`config.mk`:
```
export PLATFORM = sky130hd
export DESIGN_NAME = exec_stage
export DESIGN_NICKNAME = d
export VERILOG_FILES = /design/src/rtl/exec_pkg.sv /design/src/rtl/exec_mul.sv /design/src/rtl/exec_stage.sv
export SDC_FILE = /design/constraint.sdc
export NUM_CORES = 1
export LEC_CHECK = 0
export BUFFER_PORTS_ARGS = -buffer_cell sky130_fd_sc_hd__buf_2
export CORE_ASPECT_RATIO = 0.7
export CORE_MARGIN = 2
export CORE_UTILIZATION = 40
export CTS_BUF_LIST = sky130_fd_sc_hd__clkbuf_4 sky130_fd_sc_hd__clkbuf_8 sky130_fd_sc_hd__clkbuf_16
export DETAILED_ROUTE_END_ITERATION = 7
export PLACE_DENSITY = 0.61
export SLEW_MARGIN = 20
export SYNTH_ARGS = -nofsm -noshare
export SYNTH_HDL_FRONTEND = slang
export SYNTH_SLANG_ARGS = --single-unit
```
`constraint.sdc`:
```
create_clock -name Clk -period 2.5 [get_ports Clk]
set_input_delay 0.5 -clock Clk [delete_from_list [all_inputs] [get_ports Clk]]
set_output_delay 0.5 -clock Clk [all_outputs]
set_load 0.005 [all_outputs]
```
`src/rtl/exec_pkg.sv`:
```
// Shared definitions for the execute stage: opcodes, flag bit positions,
// multiplier iteration count and the control FSM state type.
package exec_pkg;

  localparam logic [3:0] OP_ADD  = 4'd0;
  localparam logic [3:0] OP_ADDU = 4'd1;
  localparam logic [3:0] OP_ADDC = 4'd2;
  localparam logic [3:0] OP_SUB  = 4'd3;
  localparam logic [3:0] OP_CMP  = 4'd4;
  localparam logic [3:0] OP_AND  = 4'd5;
  localparam logic [3:0] OP_OR   = 4'd6;
  localparam logic [3:0] OP_XOR  = 4'd7;
  localparam logic [3:0] OP_MOV  = 4'd8;
  localparam logic [3:0] OP_LSH  = 4'd9;
  localparam logic [3:0] OP_ASHU = 4'd10;
  localparam logic [3:0] OP_LUI  = 4'd11;
  localparam logic [3:0] OP_MUL  = 4'd12;

  // Flags vector is {C,L,F,Z,N}
  localparam int FLAG_C = 4;
  localparam int FLAG_L = 3;
  localparam int FLAG_F = 2;
  localparam int FLAG_Z = 1;
  localparam int FLAG_N = 0;

  localparam int unsigned MUL_ITERS = 16;

  typedef enum logic {
    ST_IDLE = 1'b0,
    ST_MUL  = 1'b1
  } state_e;

endpackage

```
`src/rtl/exec_mul.sv`:
```
// Iterative 16x16 shift-add multiplier (low 16 result bits), one partial
// product per cycle. Only instantiated when EXEC_MUL_EN is defined.
module exec_mul
  import exec_pkg::*;
(
  input  logic        Clk,
  input  logic        rst,
  input  logic        start_i,
  input  logic        iterate_i,
  input  logic [15:0] a_i,
  input  logic [15:0] b_i,
  output logic        done_o,
  output logic [15:0] result_o
);

  logic [15:0] acc_q, acc_d;
  logic [15:0] mcand_q, mcand_d;
  logic [15:0] mplier_q, mplier_d;
  logic [3:0]  cnt_q, cnt_d;

  always_ff @(posedge Clk or negedge rst) begin
    if (!rst) begin
      acc_q    <= '0;
      mcand_q  <= '0;
      mplier_q <= '0;
      cnt_q    <= '0;
    end else begin
      acc_q    <= acc_d;
      mcand_q  <= mcand_d;
      mplier_q <= mplier_d;
      cnt_q    <= cnt_d;
    end
  end

  // result_o is the accumulator after the current iteration, so the final
  // product is available combinationally on the last iteration edge.
  always_comb begin
    acc_d    = acc_q;
    mcand_d  = mcand_q;
    mplier_d = mplier_q;
    cnt_d    = cnt_q;
    result_o = acc_q + (mplier_q[0] ? mcand_q : 16'h0000);
    done_o   = iterate_i && (cnt_q == 4'(MUL_ITERS - 1));
    if (start_i) begin
      acc_d    = '0;
      mcand_d  = a_i;
      mplier_d = b_i;
      cnt_d    = '0;
    end else if (iterate_i) begin
      acc_d    = result_o;
      mcand_d  = mcand_q << 1;
      mplier_d = mplier_q >> 1;
      cnt_d    = done_o ? 4'd0 : cnt_q + 4'd1;
    end
  end

endmodule

```
`src/rtl/exec_stage.sv`:
```
// Execute stage: single-cycle ALU with registered write-back and flags.
// Define EXEC_MUL_EN to add the 16-cycle iterative MUL (opcode 12).
module exec_stage
  import exec_pkg::*;
(
  input  logic        Clk,
  input  logic        rst,
  input  logic        in_valid,
  output logic        in_ready,
  input  logic [3:0]  opcode,
  input  logic [15:0] rdest_val,
  input  logic [15:0] rsrc_val,
  input  logic [15:0] imm,
  input  logic        use_imm,
  input  logic [3:0]  dest_loc,
  output logic        wb_en,
  output logic [3:0]  wb_loc,
  output logic [15:0] wb_data,
  output logic [4:0]  flags
);

  logic [15:0] opA, opB, aluRes, shiftRes;
  logic signed [15:0] asrRes;
  logic [16:0] sum17, diff17;
  logic [4:0]  flagsNext;
  logic        aluWr, accept;

  logic        wbEn_q, wbEn_d;
  logic [3:0]  wbLoc_q, wbLoc_d;
  logic [15:0] wbData_q, wbData_d;
  logic [4:0]  flags_q, flags_d;

  assign opA    = rdest_val;
  assign opB    = use_imm ? imm : rsrc_val;
  assign accept = in_valid && in_ready;

  always_comb begin
    aluRes    = opB;
    aluWr     = 1'b1;
    flagsNext = flags_q;
    sum17     = {1'b0, opA} + {1'b0, opB}
              + {16'd0, (opcode == OP_ADDC) ? flags_q[FLAG_C] : 1'b0};
    diff17    = {1'b0, opA} - {1'b0, opB};
    // Arithmetic shift kept in its own signed assignment so the >>> stays signed
    asrRes    = $signed(opA) >>> opB[3:0];
    if (!opB[15])              shiftRes = opA << opB[3:0];
    else if (opcode == OP_ASHU) shiftRes = asrRes;
    else                        shiftRes = opA >> opB[3:0];
    case (opcode)
      OP_ADD, OP_ADDC: begin
        aluRes            = sum17[15:0];
        flagsNext[FLAG_C] = sum17[16];
        flagsNext[FLAG_F] = (opA[15] == opB[15]) && (sum17[15] != opA[15]);
      end
      OP_ADDU: begin
        aluRes            = sum17[15:0];
        flagsNext[FLAG_C] = sum17[16];
      end
      OP_SUB: begin
        aluRes            = diff17[15:0];
        flagsNext[FLAG_C] = diff17[16];
        flagsNext[FLAG_F] = (opA[15] != opB[15]) && (diff17[15] != opA[15]);
      end
      OP_CMP: begin
        aluWr             = 1'b0;
        flagsNext[FLAG_Z] = (opA == opB);
        flagsNext[FLAG_L] = (opB > opA);
        flagsNext[FLAG_N] = ($signed(opB) > $signed(opA));
      end
      OP_AND:            aluRes = opA & opB;
      OP_OR:             aluRes = opA | opB;
      OP_XOR:            aluRes = opA ^ opB;
      OP_MOV:            aluRes = opB;
      OP_LSH, OP_ASHU:   aluRes = shiftRes;
      OP_LUI:            aluRes = {opB[7:0], opA[7:0]};
      default:           aluWr  = 1'b0;
    endcase
  end

`ifdef EXEC_MUL_EN
  state_e      state_q, state_d;
  logic [3:0]  mulLoc_q, mulLoc_d;
  logic        mulStart, mulDone;
  logic [15:0] mulRes;

  always_ff @(posedge Clk or negedge rst) begin
    if (!rst) begin
      state_q  <= ST_IDLE;
      mulLoc_q <= '0;
    end else begin
      state_q  <= state_d;
      mulLoc_q <= mulLoc_d;
    end
  end

  always_comb begin
    state_d  = state_q;
    mulLoc_d = mulLoc_q;
    mulStart = 1'b0;
    case (state_q)
      ST_IDLE: if (accept && opcode == OP_MUL) begin
        state_d  = ST_MUL;
        mulLoc_d = dest_loc;
        mulStart = 1'b1;
      end
      ST_MUL:  if (mulDone) state_d = ST_IDLE;
      default: state_d = ST_IDLE;
    endcase
  end

  assign in_ready = (state_q == ST_IDLE);

  exec_mul uMul (
    .Clk       (Clk),
    .rst       (rst),
    .start_i   (mulStart),
    .iterate_i (state_q == ST_MUL),
    .a_i       (opA),
    .b_i       (opB),
    .done_o    (mulDone),
    .result_o  (mulRes)
  );
`else
  assign in_ready = 1'b1;
`endif

  // Write-back only touches wb_loc/wb_data when a result is produced
  always_comb begin
    wbEn_d   = 1'b0;
    wbLoc_d  = wbLoc_q;
    wbData_d = wbData_q;
    flags_d  = flags_q;
    if (accept) begin
      flags_d = flagsNext;
      if (aluWr) begin
        wbEn_d   = 1'b1;
        wbLoc_d  = dest_loc;
        wbData_d = aluRes;
      end
    end
`ifdef EXEC_MUL_EN
    if (mulDone) begin
      wbEn_d   = 1'b1;
      wbLoc_d  = mulLoc_q;
      wbData_d = mulRes;
    end
`endif
  end

  always_ff @(posedge Clk or negedge rst) begin
    if (!rst) begin
      wbEn_q   <= 1'b0;
      wbLoc_q  <= '0;
      wbData_q <= '0;
      flags_q  <= '0;
    end else begin
      wbEn_q   <= wbEn_d;
      wbLoc_q  <= wbLoc_d;
      wbData_q <= wbData_d;
      flags_q  <= flags_d;
    end
  end

  assign wb_en   = wbEn_q;
  assign wb_loc  = wbLoc_q;
  assign wb_data = wbData_q;
  assign flags   = flags_q;

endmodule

```
# Word level (Yosys, flattened, before mapping)
# Cells that the tools add are included.
# classes
muxes	10
magnitude_cmp	2
add_sub_neg	3
reduce_logical	13
bitwise	3
n_eq_ne	16
n_shift	3
# ops
operator	count
16-bit one-hot mux with 7 select lines	1
16-bit 2-to-1 mux	3
16-bit > comparator	2
16-bit by 16-bit adder with 17-bit output	1
17-bit by 1-bit adder with 17-bit output	1
16-bit by 16-bit subtractor with 17-bit output	1
16-bit bitwise AND	1
16-bit == test	1
4-bit by 3-bit == test with 1-bit output (second input constant)	4
4-bit == test (second input constant)	4
16-bit bitwise OR	1
16-bit by 4-bit left shift with 16-bit output	1
16-bit by 4-bit right shift with 16-bit output	1
16-bit by 4-bit >>> shifter with 16-bit output	1
16-bit XOR	1
11-bit OR reduction	1
4-bit by 2-bit == test with 1-bit output (second input constant)	2
2-bit AND reduction	4
4-bit by 1-bit == test with 1-bit output (second input constant)	1
4-bit zero test	1
1-bit 2-to-1 mux	4
1-bit one-hot mux with 2 select lines	2
2-bit nonzero test	2
2-bit OR reduction	2
other kinds (4)	7
# totals
ff_bits	26
input_bits	60
out_inout_bits	27
word_cells	56

# Depth between registers and ports, before layout
# Gate-level depths: netlist of the first run.
# depth
depth_word	6
ltp_mapped	15
ltp_nobuf	13

# Worst setup path after synthesis of the first run
# OpenSTA, ideal clock, no wires.
# synth_path
path_type	input to register
startpoint	input use_imm
endpoint	register wbData_q[14] (netlist: wb_data[14])
setup_slack_ps	-1278
arrival_ps	3700
path_stages	15
t_required_ps	2422
cell_sequence	buf_6 mux2i_1 buf_2 buf_2 fa_1 inv_1 fa_1 a211o_1 nand3_1 a21oi_1 a221oi_2 o21bai_1 or4_1 o2111a_1 a21oi_1
# synth_between
elab_chain_len	5
word_cells_on_any_way	13
cone_classes	add/sub: 3; shift: 3; mux: 4; bitwise: 3
# synth_rtl
item	line	source
start, declared	exec_stage.sv:14	input logic use_imm,
16-bit 2-to-1 mux (*)	exec_stage.sv:34	assign opB = use_imm ? imm : rsrc_val;
parallel branches: the longest is 3 deep, another holds 16-bit by 16-bit adder with 17-bit output	--	
16-bit one-hot mux with 7 select lines (*)	exec_stage.sv:49	case (opcode)
end signal, assigned	exec_stage.sv:159	wbData_q <= wbData_d;
end, declared	exec_stage.sv:30	logic [15:0] wbData_q, wbData_d;
# Mark *: on every way between the ends.
# A chain may end at the register's enable or synchronous reset.

# Worst setup path in the final report of the first run
# Same ends and word-level chain as after synthesis.

==> metrics, run 1 <==
status=finished with violations; failing checks=negative setup slack; DP Worst Slack=-0.906 ns; Pwr Density=382 nW/µm²; antenna violations before repair=1; CTS tree=built; post-synthesis sequential area ratio=0.113; Leak=0.00441 µW; # diodes=0; setup ws final=-0.430 ns; Core Area=14,000 µm²; H-tree levels=1; hold slack=0.266 ns; row cnt=36; gr ovfl total=0; VDD IR max=0.290 mV; endpoints failing setup=21; Post-Synthesis Cells=787; I/O Buffers=85; starting density of the core=0.411; reg2reg path depth=12; RSZ-0062 raised after global routing=true; crit share post-route=1.17; Synth-to-Final Area Change=61.6%; commonest non-fill, non-tap cell in the layout=buf_4; synthesized area per cell=7.32 µm²; Final Util=0.664; number of synthesized flops with an enable pin=0; vias in the first global route=7,092; Crit Path Class=in2reg; Crit Path Max Fanout=4; Die W=147 µm; clk sinks=26; drt pass-1 iters=6; CP Data Required Time=2.70 ns; global-route wire length before repair=41,100 µm; Multi-input gate area=5420 µm²; layout cell share with drive strength beyond 1=0.443; Post-DRT Antenna Nets=0; Root Buffer=clkbuf_16; Ports=87; DR iter-0 viols=1,068; worst endpoint data arrival time=3.13 ns; async set or reset register ratio after synthesis=1.00; Storage cell area=651 µm²; HPWL after DPL=21,500 µm; slew margin rel.=0.527; nets=1,247; drt wl/cell=21.7 µm; via count=7,689; Die Ht=104 µm; CTS Buf Count=3; Mapped Area=5760 µm²; vias per inst=5.94; clk buf depth=2; largest net degree at the start of global routing=30; most frequent cells in the layout=buf_4 (254), nand2_1 (84), buf_2 (81); Final Max Slew Viols=0; total die area=15,400 µm²; slack of the worst reg-to-reg path=-0.37 ns; CP Launch Type=input pin; Critical Path Sink Type=register; Most used DFF post-synth=dfrtp_1; synth warn=0; hold_buf cts=0; Post-Syn Nets=929; Design Area, Final=9310 µm²; gr usage total=0.344; RD Place Congestion=1.03; actual slew at the worst max-slew pin=0.709 ns; Final Power=3550 µW; Skew-Pair Late Insertion Delay=0.28 ns; Hold Fails Final Rpt=0; min cycle time layout=2.93 ns; Yosys reg bits=26; FMAX=0.341 GHz; routed wire length=28,000 µm; Clock Pin Slew Worst Setup and Hold Paths=0.09 ns; Max-Cap Viols=0; Placed Area=8210 µm²; DRC=0; Fill cells=1,181; Synth cell types=70; Clock Skews=0.00740 ns; Hold Path Class=in2async
==> per-layer routing <==
metal	GRT usage	wire length [µm]	up-vias	share of wire
met5	0	0	-	0
li1	-	-	3524	-
met2	0.489	11300	536	0.40
met3	0.0882	3530	72	0.13
met4	0.113	1130	0	0.040
met1	0.502	12100	3557	0.43
==> sequential cells by signal, summed over array words and instances, names as in the netlist <==
name     cells
flags        5
wb_data     16
wb_en        1
wb_loc       4
==> worst paths after layout <==
kind / endpoint / from
hold / removal: wb_data[15] / rst
min in group Clk: wb_loc[2] / dest_loc[2]
max in group asynchronous: wb_data[12] / rst
setup reg to reg: wb_data[14] / flags[4]
setup / recovery: wb_data[14] / use_imm
hold reg to reg: wb_loc[2] / wb_loc[2]
==> where the power goes <==
| group | internal (µW) | leakage, µW | total, µW | switching, µW |
|---|---|---|---|---|
| registers | 500 | 0.000312 | 554 | 53.8 |
| logic | 1180 | 0.00404 | 2480 | 1310 |
| clock network | 320 | 0.0000511 | 513 | 193 |
==> worst max-delay path, stage by stage <==
cell	delay, ns
buf_12	0.09
mux2i_4	0.26
fa_2	0.25
inv_2	0.04
fa_2	0.36
a211o_1	0.28
nand3_2	0.09
a21oi_4	0.08
a221oi_4	0.31
o21bai_1	0.13
or4_1	0.41
o2111a_1	0.17
a21oi_1	0.14
==> Yosys cell counts (4+ instances only) <==
| library cell | n | area, µm² |
|---|---|---|
| nand2_1 | 84 | 315 |
| ha_1 | 79 | 988 |
| a21oi_1 | 66 | 330 |
| nor2_1 | 59 | 221 |
| inv_1 | 58 | 218 |
| o21ai_0 | 55 | 275 |
| mux2i_1 | 52 | 521 |
| clkbuf_1 | 30 | 113 |
| dfrtp_1 | 26 | 651 |
| o22ai_1 | 23 | 144 |
| nor3_1 | 19 | 95.1 |
| xnor2_1 | 18 | 158 |
| a31oi_1 | 16 | 100 |
| nand3_1 | 16 | 80.1 |
| o211ai_1 | 13 | 97.6 |
| a211oi_1 | 12 | 90.1 |
| nand2b_1 | 11 | 68.8 |
| o21bai_1 | 11 | 82.6 |
| o31ai_1 | 11 | 82.6 |
| mux2_2 | 10 | 113 |
| a221oi_1 | 9 | 78.8 |
| buf_2 | 8 | 40.0 |
| nor4_1 | 7 | 43.8 |
| nor2b_1 | 6 | 37.5 |
| a2111oi_0 | 5 | 43.8 |
| a41oi_1 | 5 | 43.8 |
| nand4_1 | 5 | 31.3 |
| a21o_1 | 4 | 30.0 |
| a22oi_1 | 4 | 30.0 |
| and3_1 | 4 | 25.0 |
| mux4_2 | 4 | 90.1 |
| o221ai_1 | 4 | 35.0 |
==> layout make-up <==
| type | instances | share of cell area |
|---|---|---|
| clock buffer | 3 | 0.00807 |
| clock inverter | 1 | 0.00323 |
| inverter | 61 | 0.0258 |
| multi-input combinational | 655 | 0.582 |
| sequential | 26 | 0.0699 |
| tap | 190 | 0.0255 |
| timing repair buffer | 358 | 0.286 |
==> through the flow <==
stage / std cells / TNS, ns
6_report: 1294 / -4.40
5_1_grt: 1294 / -6.33
4_1_cts: 1288 / -4.37
3_5_place_dp: 1268 / -14.27
3_3_place_gp: 1268 / -13.74
2_1_floorplan: 787 / -7.74
==> kinds of logic after synthesis <==
group | Yosys count | synth area share
AO/OA/AOI/OAI | 262 | 0.294
XOR/XNOR | 19 | 0.0289
adder cells (fa/ha/maj) | 82 | 0.182
buffers and inverters | 106 | 0.0752
flip-flops | 26 | 0.113
multiplexers | 67 | 0.129
other | 1 | 0.000651
AND/OR/NAND/NOR | 224 | 0.177
==> timing repair <==
item | 4_1_cts | 5_1_grt
pin swaps | 40 | 43
setup endpoints to repair | 20 | 21
setup buffers | 17 | 7
gates cloned | 2 | 0
resized for setup | 101 | 59
No activity file was read; power rests on OpenSTA's default activity.
==> run 2, diff against run 1 <==
--- a/config.mk
+++ b/config.mk
@@ -5,13 +5,14 @@
 export SDC_FILE = /design/constraint.sdc
 export NUM_CORES = 1
 export LEC_CHECK = 0
+export ABC_AREA = 1
 export BUFFER_PORTS_ARGS = -buffer_cell sky130_fd_sc_hd__buf_2
 export CORE_ASPECT_RATIO = 0.7
 export CORE_MARGIN = 2
 export CORE_UTILIZATION = 40
 export CTS_BUF_LIST = sky130_fd_sc_hd__clkbuf_4 sky130_fd_sc_hd__clkbuf_8 sky130_fd_sc_hd__clkbuf_16
 export DETAILED_ROUTE_END_ITERATION = 7
-export PLACE_DENSITY = 0.61
+export PLACE_DENSITY = 0.6
 export SLEW_MARGIN = 20
 export SYNTH_ARGS = -nofsm -noshare
 export SYNTH_HDL_FRONTEND = slang
==> constraint.sdc (replaced) <==
create_clock -name Clk -period 2.5 [get_ports Clk]
set_input_delay 0.5 -clock Clk [delete_from_list [all_inputs] [get_ports Clk]]
set_output_delay 0.5 -clock Clk [all_outputs]
set_load 0.02 [all_outputs]
==> metrics, run 2 <==
Max-Cap Viols=0 (unchanged); Most used DFF post-synth=dfrtp_1; clk buf depth=2 (unchanged); delay-heaviest family, CP=simple AND/OR/NAND/NOR gates; nets=1,508 (+21%); count leader, synth=nand2_1; Critical Path Sink Type=register; Fill cells=1,521 (+29%); FMAX=0.403 GHz (+18%); Synth-to-Final Area Change=50.2%; H-tree levels=1 (unchanged); Post-Synthesis Cells=1,076 (+37%); HPWL after DPL=25,300 µm (+17%); post-synth top area cell=nand2_1; Hold Fails Final Rpt=0 (unchanged); Max stage delay on crit path=0.39 ns (-0.02 ns); crit share post-route=0.993 (-0.179); Reg2Reg Launch Point=flags[4]; DRC=0 (unchanged); actual slew at the worst max-slew pin=0.652 ns (-0.0573 ns); Core Area=15,400 µm² (+9.6%); synth warn=0 (unchanged); total die area=16,600 µm² (+7.6%); Yosys reg bits=26 (unchanged); largest cells by area after synthesis=nand2_1 (20%), ha_1 (16%), nand3_1 (13%), dfrtp_1 (10%), a21oi_1 (6.8%); CTS Buf Count=3 (unchanged); post-synthesis sequential area ratio=0.105 (-0.00828); Clock Skews=0.00599 ns (-0.00141 ns); CTS tree=built; Hold Path Class=in2async; Final Max Slew Viols=0 (unchanged); largest net degree at the start of global routing=37 (+23%); Die W=153 µm (+3.8%); Leak=0.00491 µW (+11%); async set or reset register ratio after synthesis=1.00 (unchanged); synthesized area per cell=5.78 µm² (-21%); Crit Path Max Fanout=5 (+1); Post-DRT Antenna Nets=0 (unchanged); Pwr Density=382 nW/µm² (about the same); Crit Reg-Reg Endpoint=wb_data[13]; Worst path slowest cell=fa_2; RSZ-0062 raised after global routing=true; global-route wire length before repair=46,000 µm (+12%); antenna violations before repair=0 (-1); drt pass-1 iters=6 (unchanged); DR iter-0 viols=1,096 (+2.6%); Clock Pin Slew Worst Setup and Hold Paths=0.08 ns (about the same); drt wl/cell=19.6 µm (-9.4%); crit path launch=use_imm; via count=8,679 (+13%); crit-path most repeated cell=nand2_1; status=completed; starting density of the core=0.405 (-0.00646); slew margin rel.=0.566 (+0.0382); clk sinks=26 (unchanged); RD Place Congestion=1.06 (+2.4%); Skew-Pair Late Insertion Delay=0.27 ns (about the same); Largest register FFs=16 (unchanged); I/O Buffers=85 (unchanged); Ports=87 (unchanged); gr ovfl total=0 (unchanged); Synth cell types=47 (-33%); commonest non-fill, non-tap cell in the layout=nand2_1; synth cell count leaders=nand2_1 (325), nand3_1 (157), inv_1 (107); Final Util=0.608 (-0.0565); # diodes=0 (unchanged); DP Worst Slack=-0.471 ns (+0.435 ns); CP Launch Type=input pin; worst endpoint data arrival time=2.64 ns (-0.49 ns); setup ws final=0.0179 ns (+0.447 ns); Buf+Inv Stages, Crit Path=3 (+1); Post-Syn Nets=1,218 (+31%); vias in the first global route=7,652 (+7.9%); layout cell share with drive strength beyond 1=0.363 (-0.0796); gr usage total=0.362 (+0.0178); Crit Path Class=in2reg; most frequent cells in the layout=nand2_1 (295), buf_4 (229), nand3_1 (149); reg2reg path depth=16 (+4); routed wire length=30,700 µm (+9.6%); Die Ht=108 µm (+3.7%); number of synthesized flops with an enable pin=0 (unchanged); min cycle time layout=2.48 ns (-0.447 ns); slack of the worst reg-to-reg path=0.24 ns (+0.61 ns); post-synth top area share=0.196 (+0.0247); endpoints failing setup=0 (-100%); cells along the critical path=buf_12 -> clkbuf_16 -> nand2_4 -> nand2_8 -> ha_2 -> fa_2 -> o21ai_4 -> nand2_2 -> nand2_2 -> nand2_1 -> nand2_1 -> nand2_1 -> nand3_1 -> nand2_2 -> inv_1 -> nand3_1 -> nand2_1 -> nand2_1; vias per inst=5.55 (-6.7%); row cnt=38 (+5.6%); hold slack=0.251 ns (-0.0144 ns); CP Data Required Time=2.66 ns (-0.04 ns); Root Buffer=clkbuf_16; Mapped Area=6220 µm² (+7.9%); VDD IR max=0.203 mV (-30%); hold_buf cts=0 (unchanged)
[run 2: cell types whose count changed in the layout (fill, tap and decap cells not counted), moves of 25 or more]
cell     previous run  this run
nand2_1            84       295
buf_4             254       229
nand2_2             0        35
inv_1              50        87
nand3_1            14       149
mux2i_1            39         0
[run 2: cell type report]
class | instances | area (µm²) | area share
Timing Repair Buffer | 324 | 2330 | 0.250
Clock buffer | 3 | 75.1 | 0.00804
Inverter | 114 | 468 | 0.0501
Clock inverter | 1 | 30.0 | 0.00322
Sequential cell | 26 | 651 | 0.0697
Tap cell | 200 | 250 | 0.0268
Multi-Input combinational cell | 897 | 5530 | 0.593
[run 2: how the worst max path moves through the flow]
| stage | end | slack, ns | cells past startpoint |
|---|---|---|---|
| after floorplan | wb_data[14] | -0.01 | 19 |
| after global placement | wb_data[11] | -0.47 | 17 |
| after detailed placement | wb_data[11] | -0.47 | 18 |
| after CTS | wb_data[10] | 0.001 | 15 |
| after global routing | wb_data[6] | -0.10 | 17 |
| final | wb_data[10] | 0.02 | 18 |
[run 2: cells by family after synthesis]
kind of cell | synth area share
flops | 0.105
other cells | 0.000603
buf+inv | 0.105
compound gates | 0.189
xor+xnor | 0.00423
fa+ha+maj | 0.169
simple gates | 0.428
[run 2: routing by layer]
metal  up-vias  global-route usage  share of wire
met5         -                   0              0
met4         0              0.0840          0.029
met3        54              0.0922           0.14
met2       573               0.472           0.36
met1      3903               0.573           0.46
li1       4149                   -              -
[run 2: repair_timing]
action / 4_1_cts / 5_1_grt
pin swaps: 10 / 37
gates cloned: 0 / 1
gates resized for setup: 35 / 97
endpoints found under the setup margin: 15 / 19
setup buffers: 2 / 5
[run 2: where the power goes]
part | switching (µW) | total, µW | internal (µW) | leakage [µW]
Clock | 166 | 485 | 319 | 0.0000511
Sequential | 53.1 | 551 | 498 | 0.000324
Combinational | 1510 | 2530 | 1020 | 0.00453
[run 2: stage by stage]
stage | total power (µW) | setup TNS, ns | instances | cell area [µm²]
6_report | 3560 | 0 | 1565 | 9340
5_1_grt | 3770 | -0.334 | 1565 | 9340
4_1_cts | 3360 | 0 | 1560 | 8930
3_5_place_dp | 2800 | -6.95 | 1554 | 8650
3_3_place_gp | 2800 | -6.60 | 1554 | 8650
2_1_floorplan | 1760 | -0.00961 | 1076 | 6450
